File: config.mk
export PLATFORM = sky130hd
export DESIGN_NAME = seq_addsub_flat
export DESIGN_NICKNAME = d
export VERILOG_FILES = /design/src/rtl/seq_addsub_if.sv /design/src/rtl/seq_addsub.sv /design/src/flat_wrapper.sv
export SDC_FILE = /design/constraint.sdc
export NUM_CORES = 1
export LEC_CHECK = 0
export CORE_MARGIN = 2
export CORE_UTILIZATION = 30
export DETAILED_ROUTE_END_ITERATION = 10
export PLACE_DENSITY_LB_ADDON = 0.08
export SYNTH_ARGS = -nofsm -noshare
export SYNTH_HDL_FRONTEND = slang
export SYNTH_SLANG_ARGS = --single-unit
File: constraint.sdc
create_clock -name clk -period 3.5 [get_ports clk]
set_input_delay 0.35 -clock clk [delete_from_list [all_inputs] [get_ports clk]]
set_output_delay 0.35 -clock clk [all_outputs]
set_load 0.01 [all_outputs]
File: src/rtl/seq_addsub_if.sv
// ==========================================================================
// seq_addsub_if : operand/result handshake bundle for seq_addsub
// Revision      : 1.0
// ==========================================================================
`default_nettype none

interface seq_addsub_if #(
  parameter int WIDTH = 32,
  parameter int IMM_W = 16
);
  logic             in_valid;
  logic             in_ready;
  logic [WIDTH-1:0] a;
  logic [WIDTH-1:0] b;
  logic [IMM_W-1:0] imm;
  logic             use_imm;
  logic             imm_sext;
  logic             sub;
  logic             out_valid;
  logic             out_ready;
  logic [WIDTH-1:0] result;
  logic             cout;
  logic             ovf;
  logic             zero;

  modport master (
    output in_valid, a, b, imm, use_imm, imm_sext, sub, out_ready,
    input  in_ready, out_valid, result, cout, ovf, zero
  );

  modport slave (
    input  in_valid, a, b, imm, use_imm, imm_sext, sub, out_ready,
    output in_ready, out_valid, result, cout, ovf, zero
  );
endinterface

`default_nettype wire

File: src/rtl/seq_addsub.sv
// ==========================================================================
// seq_addsub : multi-cycle adder/subtractor, CHUNK bits per clock via a registered carry
// Revision   : 1.0
// ==========================================================================
`default_nettype none

module seq_addsub #(
  parameter int WIDTH = 32,
  parameter int CHUNK = 8,
  parameter int IMM_W = 16
) (
  input  logic        clk,
  input  logic        rst_n,
  seq_addsub_if.slave bus
);

  localparam int N     = WIDTH / CHUNK;
  localparam int IDX_W = (N > 1) ? $clog2(N) : 1;
  localparam logic [IDX_W-1:0] LAST_IDX = IDX_W'(N - 1);

  typedef enum logic [1:0] {
    ST_IDLE = 2'd0,
    ST_RUN  = 2'd1,
    ST_DONE = 2'd2
  } state_t;

  state_t                  r_state;
  state_t                  w_state_next;

  logic [N-1:0][CHUNK-1:0] r_a;
  logic [N-1:0][CHUNK-1:0] r_bx;
  logic [N-1:0][CHUNK-1:0] r_result;
  logic [IDX_W-1:0]        r_idx;
  logic                    r_carry;
  logic                    r_cout;
  logic                    r_ovf;
  logic                    r_zero;

  logic [WIDTH-1:0]        w_imm_ext;
  logic [WIDTH-1:0]        w_bsel;
  logic [CHUNK:0]          w_chunk_sum;
  logic [N-1:0][CHUNK-1:0] w_result_next;
  logic                    w_ovf_next;
  logic                    w_zero_next;
  logic                    w_in_ready;
  logic                    w_out_valid;
  logic                    w_accept;
  logic                    w_step;
  logic                    w_finish;

  generate
    if (IMM_W == WIDTH) begin : g_imm_full
      assign w_imm_ext = bus.imm;
    end else begin : g_imm_ext
      assign w_imm_ext = {{(WIDTH-IMM_W){bus.imm_sext & bus.imm[IMM_W-1]}}, bus.imm};
    end
  endgenerate

  assign w_bsel = bus.use_imm ? w_imm_ext : bus.b;

  // One chunk per cycle; flags are taken from the result as it will be after this edge
  always_comb begin
    w_chunk_sum          = {1'b0, r_a[r_idx]} + {1'b0, r_bx[r_idx]} + {{CHUNK{1'b0}}, r_carry};
    w_result_next        = r_result;
    w_result_next[r_idx] = w_chunk_sum[CHUNK-1:0];
    w_ovf_next           = (r_a[N-1][CHUNK-1] == r_bx[N-1][CHUNK-1]) &&
                           (w_result_next[N-1][CHUNK-1] != r_a[N-1][CHUNK-1]);
    w_zero_next          = (w_result_next == '0);
  end

  always_ff @(posedge clk or negedge rst_n) begin
    if (!rst_n) begin
      r_state <= ST_IDLE;
    end else begin
      r_state <= w_state_next;
    end
  end

  always_comb begin
    w_state_next = r_state;
    w_in_ready   = 1'b0;
    w_out_valid  = 1'b0;
    w_accept     = 1'b0;
    w_step       = 1'b0;
    w_finish     = 1'b0;
    case (r_state)
      ST_IDLE: begin
        w_in_ready = 1'b1;
        if (bus.in_valid) begin
          w_accept     = 1'b1;
          w_state_next = ST_RUN;
        end
      end
      ST_RUN: begin
        w_step = 1'b1;
        if (r_idx == LAST_IDX) begin
          w_finish     = 1'b1;
          w_state_next = ST_DONE;
        end
      end
      ST_DONE: begin
        w_out_valid = 1'b1;
        if (bus.out_ready) begin
          w_state_next = ST_IDLE;
        end
      end
      default: w_state_next = ST_IDLE;
    endcase
  end

  // Subtraction is A + ~B' + 1, the +1 entering as the initial carry
  always_ff @(posedge clk or negedge rst_n) begin
    if (!rst_n) begin
      r_a      <= '0;
      r_bx     <= '0;
      r_result <= '0;
      r_idx    <= '0;
      r_carry  <= 1'b0;
      r_cout   <= 1'b0;
      r_ovf    <= 1'b0;
      r_zero   <= 1'b0;
    end else if (w_accept) begin
      r_a     <= bus.a;
      r_bx    <= bus.sub ? ~w_bsel : w_bsel;
      r_carry <= bus.sub;
      r_idx   <= '0;
    end else if (w_step) begin
      r_result <= w_result_next;
      r_carry  <= w_chunk_sum[CHUNK];
      if (w_finish) begin
        r_idx  <= '0;
        r_cout <= w_chunk_sum[CHUNK];
        r_ovf  <= w_ovf_next;
        r_zero <= w_zero_next;
      end else begin
        r_idx <= r_idx + 1'b1;
      end
    end
  end

  assign bus.in_ready  = w_in_ready;
  assign bus.out_valid = w_out_valid;
  assign bus.result    = r_result;
  assign bus.cout      = r_cout;
  assign bus.ovf       = r_ovf;
  assign bus.zero      = r_zero;

endmodule

`default_nettype wire

File: src/flat_wrapper.sv
// flat-port wrapper written by rule: the top's interface ports become plain ports
module seq_addsub_flat 
#(
  parameter int WIDTH = 32,
  parameter int CHUNK = 8,
  parameter int IMM_W = 16
)
  (clk, rst_n, bus_in_valid, bus_a, bus_b, bus_imm, bus_use_imm, bus_imm_sext, bus_sub, bus_out_ready, bus_in_ready, bus_out_valid, bus_result, bus_cout, bus_ovf, bus_zero);
  seq_addsub_if #(.WIDTH(WIDTH), .IMM_W(IMM_W)) bus_i ();
  input  logic clk;
  input  logic rst_n;
  input wire logic [$bits(bus_i.in_valid)-1:0] bus_in_valid;
  input wire logic [$bits(bus_i.a)-1:0] bus_a;
  input wire logic [$bits(bus_i.b)-1:0] bus_b;
  input wire logic [$bits(bus_i.imm)-1:0] bus_imm;
  input wire logic [$bits(bus_i.use_imm)-1:0] bus_use_imm;
  input wire logic [$bits(bus_i.imm_sext)-1:0] bus_imm_sext;
  input wire logic [$bits(bus_i.sub)-1:0] bus_sub;
  input wire logic [$bits(bus_i.out_ready)-1:0] bus_out_ready;
  output wire logic [$bits(bus_i.in_ready)-1:0] bus_in_ready;
  output wire logic [$bits(bus_i.out_valid)-1:0] bus_out_valid;
  output wire logic [$bits(bus_i.result)-1:0] bus_result;
  output wire logic [$bits(bus_i.cout)-1:0] bus_cout;
  output wire logic [$bits(bus_i.ovf)-1:0] bus_ovf;
  output wire logic [$bits(bus_i.zero)-1:0] bus_zero;
  assign bus_i.in_valid = bus_in_valid;
  assign bus_i.a = bus_a;
  assign bus_i.b = bus_b;
  assign bus_i.imm = bus_imm;
  assign bus_i.use_imm = bus_use_imm;
  assign bus_i.imm_sext = bus_imm_sext;
  assign bus_i.sub = bus_sub;
  assign bus_i.out_ready = bus_out_ready;
  assign bus_in_ready = bus_i.in_ready;
  assign bus_out_valid = bus_i.out_valid;
  assign bus_result = bus_i.result;
  assign bus_cout = bus_i.cout;
  assign bus_ovf = bus_i.ovf;
  assign bus_zero = bus_i.zero;
  seq_addsub #(.WIDTH(WIDTH), .CHUNK(CHUNK), .IMM_W(IMM_W)) u_core (.clk(clk), .rst_n(rst_n), .bus(bus_i));
endmodule
# Word-level counts from Yosys, hierarchy flattened
# Cells that the tools add are included.
# word_totals
regBits	104
inputBits	87
output_inout_bits	37
elab_cells	67
# classes
addsub	3
n_lt_le_gt_ge	2
eq_ne	8
muxes	25
bitwise	3
reduce_logical	8
# op_table
op	n
32-bit 2-to-1 mux	2
8-bit binary-select mux with 2-bit select	2
32-bit bitwise mux	1
32-bit zero test	1
32-bit inverter	1
8-bit 2-to-1 mux	3
8-bit demux with 2-bit select	1
2-bit 2-to-1 mux	6
8-bit by 8-bit adder with 9-bit output	1
9-bit by 1-bit adder with 9-bit output	1
1-bit 2-to-1 mux	9
2-bit case mux with 3 select lines	1
3-bit AND reduction	2
2-bit equality test, second input constant	2
2-bit != test, second input constant	2
2-bit by 3-bit < comparator with 1-bit output, second input constant	1
2-bit by 1-bit adder with 2-bit output, second input constant	1
2-bit by 1-bit equality test with 1-bit output, second input constant	1
2-bit by 1-bit >= comparator with 1-bit output, second input constant	1
1-bit logical AND	2
2-bit zero test	1
2-bit by 1-bit != test with 1-bit output, second input constant	1
2-bit AND reduction	1
2-bit nonzero test	1
other kinds (4)	4

# Depth between registers and ports, before layout
# depth
ltp_word	7
depth_mapped	11
ltp_nobuf	10

# Worst setup path before layout
# Ideal clock, no wire load.
# synth_timing
path_type	register to register
startpoint	register u_core.r_idx[0]
endpoint	register u_core.r_zero (netlist: u_core.bus.zero)
setup_time_ps	92
arrival_time_ps	2864
t_required_ps	3408
slack_ps	544
path_stages_with_launch	11
n_path_buf	2
synth_period_minus_slack_ps	2956
cell_sequence	dfrtp_1 buf_2 buf_2 mux4_2 ha_1 o21ai_1 a21oi_1 or4_1 o311ai_1 a21oi_2 o31ai_2
# synth_via
elab_chain_len	6
elab_cells_between_ends	17
classes_between	add/sub (2); order compare (2); eq/ne (1); mux (9); reduce/logical (3)
# synth_lines
element	line	rtl
start, declared	seq_addsub.sv:33	logic [IDX_W-1:0] r_idx;
start signal, assigned	seq_addsub.sv:136	r_idx <= r_idx + 1'b1;
8-bit binary-select mux with 2-bit select, or another cell as far along	seq_addsub.sv:63	w_chunk_sum = {1'b0, r_a[r_idx]} + {1'b0, r_bx[r_idx]} + {{CHUNK{1'b0}}, r_carry};
8-bit 2-to-1 mux (implied by the code) / 1-bit logical AND (equally long branches)	seq_addsub.sv:63, seq_addsub.sv:65	
8-bit by 8-bit adder with 9-bit output / 8-bit 2-to-1 mux (equally long branches)	seq_addsub.sv:63, seq_addsub.sv:65	
9-bit by 1-bit adder with 9-bit output / 8-bit demux with 2-bit select (equally long branches)	-	
32-bit bitwise mux	seq_addsub.sv:65	w_result_next[r_idx] = w_chunk_sum[CHUNK-1:0];
32-bit zero test	seq_addsub.sv:68	w_zero_next = (w_result_next == '0);
end signal, assigned	seq_addsub.sv:134	r_zero <= w_zero_next;
end, declared	seq_addsub.sv:37	logic r_zero;
# Several ways; a longest one is shown, not always the timed one. The select of a mux whose other input is x is not followed.
# A chain may end at the register's enable or synchronous reset.

# Final worst setup path
# Same ends and word-level chain as after synthesis.

==> impl_metrics.tcl <==
set metrics [dict create \
    status "complete, no violations" \
    max-cap-violations 0 \
    cp-end-kind "register" \
    grtUsageTotal_pct 15.3 \
    setup.worst_path.class "reg -> reg" \
    yosysWarnings 0 \
    multi_input_area_um2 2520 \
    grt_pass1_wl_mm 21.8 \
    tns_ns 0 \
    grt-ovfl-total 0 \
    crit_fanout 7 \
    cts_sinks 104 \
    syn_area_um2 5300 \
    regArea_um2 2600 \
    gp_congestion 0.800 \
    drt_wl_total_mm 13.6 \
    die_x_um 137 \
    yosysMostFrequentCell "nand2_1" \
    drive_gt1_share_pct 8.56 \
    drc_errors 0 \
    hold_viol_final 0 \
    std_cell_rows 48 \
    holdWs_ns 0.473 \
    antenna_found_initial 0 \
    crit_chain "mux4_2, inv_1, fa_1, fa_1, xor2_1, a21oi_1, nor4_1, nand3_1, o31ai_2" \
    fin_nets 762 \
    die_area_um2 18700 \
    synth_ff_type "dfrtp_1" \
    synth_seq_cells 104 \
    cts-root-buf "clkbuf_16" \
    ys_seq_area_share_pct 49.1 \
    p_per_area_nw_per_um2 1020 \
    synth.top_cells.by_count "nand2_1 (173), dfrtp_1 (104), o21ai_0 (80), xor2_1 (33), clkbuf_1 (23)" \
    period_share_pct 91.4 \
    synth_cell_types 44 \
    yosysTopAreaCell "dfrtp_1" \
    first_iter_violations 174 \
    die_y_um 137 \
    period_needed_ns 3.20 \
    start_kind "register" \
    yosysTopAreaCellShare_pct 49.1 \
    synth-edff-count 0 \
    arrival_ns 3.47 \
    wire_per_inst_um 15.2 \
    htreeDepth 3 \
    rsz0062_at_grt "false" \
    slowest_stage "xor2_1" \
    critPathRequiredTime_ns 3.77 \
    synth_nets 647 \
    dp_hpwl_mm 10.4 \
    critPathMostFrequentCell "fa_1" \
    p_leak_uw 0.00322 \
    place_inst 875 \
    cts_setup_buffers 0 \
    crit_family "adder cells" \
    skew_ns 0.00760 \
    routed_via_density 4.59 \
    tightest_slew_ns 1.05 \
    clk_path_buf_depth 2 \
    setup_viol 0 \
    fmax_mhz 313 \
    path_buf_inv 1 \
    area_growth_pct 34.3 \
    irDropWorstVdd_mv 0.512 \
    vias 4086 \
    async_flop_share_pct 100 \
    stdcell_count 891 \
    grt_pass1_vias 4103 \
    min_path_type "reg -> reg" \
    synthTopCellsByArea "dfrtp_1 (49%), nand2_1 (12%), o21ai_0 (7.6%), mux4_2 (6.8%), xor2_1 (5.5%)" \
    cpPeakStageDelay_ns 0.57 \
    io_buffers 123 \
    antenna_left 0 \
    coreArea_um2 17300 \
    synthCells 547 \
    max-slew-margin-rel_pct 29.1 \
    cts_tree "built" \
    cts_inserted_buffers 9 \
    io_pins 124 \
    first_pass_iters 4 \
    clock_latency_ns 0.35 \
    n_antenna_cell 0 \
    finalMaxSlewViolations 0 \
    final.fill_count 1700 \
    clk_pin_slew_ns 0.07 \
    syn_avg_cell_area_um2 9.68 \
    grt_max_degree 44 \
    start_util_pct 30.6 \
]
## final cells by class
type | instances | area share [%]
Tap cell | 225 | 3.96
Clock buffer | 12 | 3.46
Multi-Input combinational cell | 399 | 35.4
Clock inverter | 3 | 1.27
Timing Repair Buffer | 138 | 18.8
Sequential cell | 104 | 36.6
Inverter | 10 | 0.528
## tightest hold or removal path: cells and delay by family, from the launching register on
| kind | cells | cell delay, ns |
|---|---|---|
| DFF | 1 | 0.34 |
| and+or+nand+nor | 2 | 0.10 |
## flip-flops by register name (all words and copies together) (netlist names)
register and cells:
u_core.bus.zero 1, u_core.bus.cout 1, u_core.r_a 32, u_core.r_carry 1
u_core.r_state 2, u_core.r_bx 32, u_core.bus.result 32, u_core.bus.ovf 1
u_core.r_idx 2
## cells by family (layout without fill, tap and decap cells)
group,Yosys count,in the layout,share of synthesized area (%)
compound gates,108,108,11.6
buf+inv,44,163,3.35
fa+ha+maj,13,13,3.35
simple gates,207,207,15.9
mux,34,34,10.2
flops,104,104,49.1
xor+xnor,37,37,6.40
## layout by cell type (no fill, tap or decap), types with 2 or more instances in the layout
cell / Yosys / final
a21oi_1: 7 / 7
clkdlybuf4s50_1: 0 / 121
mux2i_1: 17 / 17
ha_1: 11 / 11
xnor2_1: 2 / 2
fa_1: 2 / 2
bufinv_16: 0 / 3
xor2_2: 2 / 2
nand2b_1: 4 / 4
nor2_1: 8 / 8
dfrtp_1: 104 / 104
clkbuf_16: 0 / 9
a22o_1: 2 / 2
o21ai_1: 5 / 5
o21ai_0: 80 / 80
nand2_1: 173 / 172
mux4_2: 16 / 16
nor3_1: 5 / 5
nor4_1: 5 / 5
inv_1: 10 / 10
nand3_1: 4 / 4
xor2_1: 33 / 33
o31ai_1: 2 / 2
buf_4: 0 / 15
clkbuf_1: 23 / 2
## metrics by stage
step	area (um2)	setup WS [ns]	total power, uW	util [%]
6_report	7120	0.301	7270	41.1
5_1_grt	7120	0.0917	7860	41.1
4_1_cts	7120	0.280	7380	41.1
3_5_place_dp	6770	0.286	6210	39.1
3_3_place_gp	6770	0.372	6150	39.1
2_1_floorplan	5300	0.544	4500	-
## report_power, final
part | internal (uW) | total (uW) | leakage, uW | switching [uW]
logic | 1740 | 3950 | 0.00175 | 2210
clock network | 716 | 1150 | 0.000163 | 438
registers | 1770 | 2170 | 0.00130 | 398
total | 4220 | 7270 | 0.00322 | 3050
## routing by layer
| layer | wire, um | GRT usage [%] | up-vias |
|---|---|---|---|
| li1 | - | - | 2071 |
| met1 | 6340 | 20.3 | 1914 |
| met2 | 6550 | 25.4 | 87 |
| met3 | 445 | 2.37 | 14 |
| met4 | 233 | 5.44 | 0 |
| met5 | 0 | 0 | - |
## final timing paths
path	start	endpoint	slack [ns]	depth (start not counted)
max in group asynchronous	rst_n	u_core.r_bx[12]	2.12	3
worst max register to register	u_core.r_idx[0]	u_core.bus.zero	0.30	9
min in group asynchronous	rst_n	u_core.bus.result[27]	0.52	2
worst min register to register	u_core.r_a[16]	u_core.r_a[16]	0.47	2
worst min-delay path	u_core.r_a[16]	u_core.r_a[16]	0.47	2
worst max-delay path	u_core.r_idx[0]	u_core.bus.zero	0.30	9
## timing repair
item,CTS,global route
hold buffers,1,0
hold endpoints to repair,39,0
resized for setup,0,0
setup endpoints to repair,0,0
No activity file was read; power rests on OpenSTA's default activity.
==> variant, RTL diff (same flow settings) <==
Reset style: synchronous (`rst_n`), changed in 2 clocked blocks.
--- a/src/rtl/seq_addsub.sv
+++ b/src/rtl/seq_addsub.sv
@@ -69,5 +69,5 @@
   end
 
-  always_ff @(posedge clk or negedge rst_n) begin
+  always_ff @(posedge clk) begin
     if (!rst_n) begin
       r_state <= ST_IDLE;
@@ -110,5 +110,5 @@
 
   // Subtraction is A + ~B' + 1, the +1 entering as the initial carry
-  always_ff @(posedge clk or negedge rst_n) begin
+  always_ff @(posedge clk) begin
     if (!rst_n) begin
       r_a      <= '0;
Function: differs if rst_n is asserted again (counterexample within 4 cycles, from zero or initial values and one cycle with rst_n low); with rst_n held inactive, the same outputs for 10 cycles.
==> variant against the unedited design <==
Sequential cell count unchanged. Wire length increased by 10%. Setup slack got worse by 0.070 ns. Area after synthesis increased by 2.7%. Synthesized cell count increased by 15%. Design area increased by 2.1%. Non-clock buffer count increased by 2. Utilization decreased by 0.55 points. Die area increased by 2.6%. Sequential share of layout area decreased by 7.9 points. Highest routed layer unchanged.
Power is not compared: it rests on default switching activity, and its combinational part moved more than twofold at a synthesized area within 25%.
==> variant: results (changes against the unedited design) <==
[run_status]
outcome = complete, no violations  ; unchanged

[place]
place.gp.congestion = 0.801  ; was 0.800
dp_hpwl_mm = 11.3  ; was 10.4 mm

[timing]
fin_skew_ns = 0.00707  ; was 0.00760 ns
hold_slack_ns = 0.462  ; was 0.473 ns

[final_layout]
area_share_clock_buf_inv_pct = 4.87  ; was 4.73%
nClkBuffers = 10  ; was 12
fillCellCount = 1804  ; was 1700
buffers = 140  ; was 138
layout-drive-gt1-share_pct = 11.0  ; was 8.56%

[setup_path]
worst_r2r_endpoint = u_core.bus.zero  ; unchanged
worst_path_max_delay_cell = mux4_2  ; was xor2_1
cp_max_fo = 11  ; was 7
ff2ff_setup_slack_ns = 0.23  ; was 0.30 ns

[yosys]
async_flop_share_pct = 0  ; was 100%
synthesis.nets = 727  ; was 647
muxShareOfSynthArea_pct = 13.3  ; was 10.2%
synth_compound_gate_area_share_pct = 19.9  ; was 11.6%
synthXorXnorAreaFrac_pct = 3.34  ; was 6.40%
synth_common_cells = 176 x nand2_1, 104 x dfxtp_1, 83 x a21boi_0, 34 x clkbuf_1, 27 x o21ai_0  ; was 173 x nand2_1, 104 x dfrtp_1, 80 x o21ai_0, 33 x xor2_1, 23 x clkbuf_1

[drt]
wire_per_inst_microns = 15.4  ; was 15.2 microns
met2_length_mm = 6.81  ; was 6.55 mm

[global_routing]
grt_pass1_vias = 4411  ; was 4103
grt_pass1_wl_mm = 23.8  ; was 21.8 mm
grt_util_met1_pct = 21.4  ; was 20.3%

[min_path]
holdPathEnd = u_core.r_bx[24]  ; was u_core.r_a[16]
hp-start = u_core.r_bx[24]  ; was u_core.r_a[16]

## variant: tightest hold or removal path: stages, from the launching register on
cell      delay, ns
dfxtp_1        0.31
nand2_1        0.05
a21boi_0       0.06
## variant: worst max path at each step
stage / endpoint / start / slack (ns)
after floorplan: u_core.bus.zero / u_core.r_idx[0] / 0.20
after global routing: u_core.bus.zero / u_core.r_idx[0] / 0.01
after global placement: u_core.bus.zero / u_core.r_idx[0] / 0.26
after CTS: u_core.bus.zero / u_core.r_idx[0] / 0.14
after detailed placement: u_core.bus.zero / u_core.r_idx[0] / 0.17
final: u_core.bus.zero / u_core.r_idx[0] / 0.23
## variant: per-stage QoR
stage | std cells | instance area [sq um] | setup slack (ns)
final | 968 | 7270 | 0.230
after CTS | 968 | 7260 | 0.144
after global placement | 952 | 6910 | 0.264
after floorplan | 627 | 5440 | 0.196
after detailed placement | 952 | 6910 | 0.165
after global routing | 968 | 7270 | 0.0114
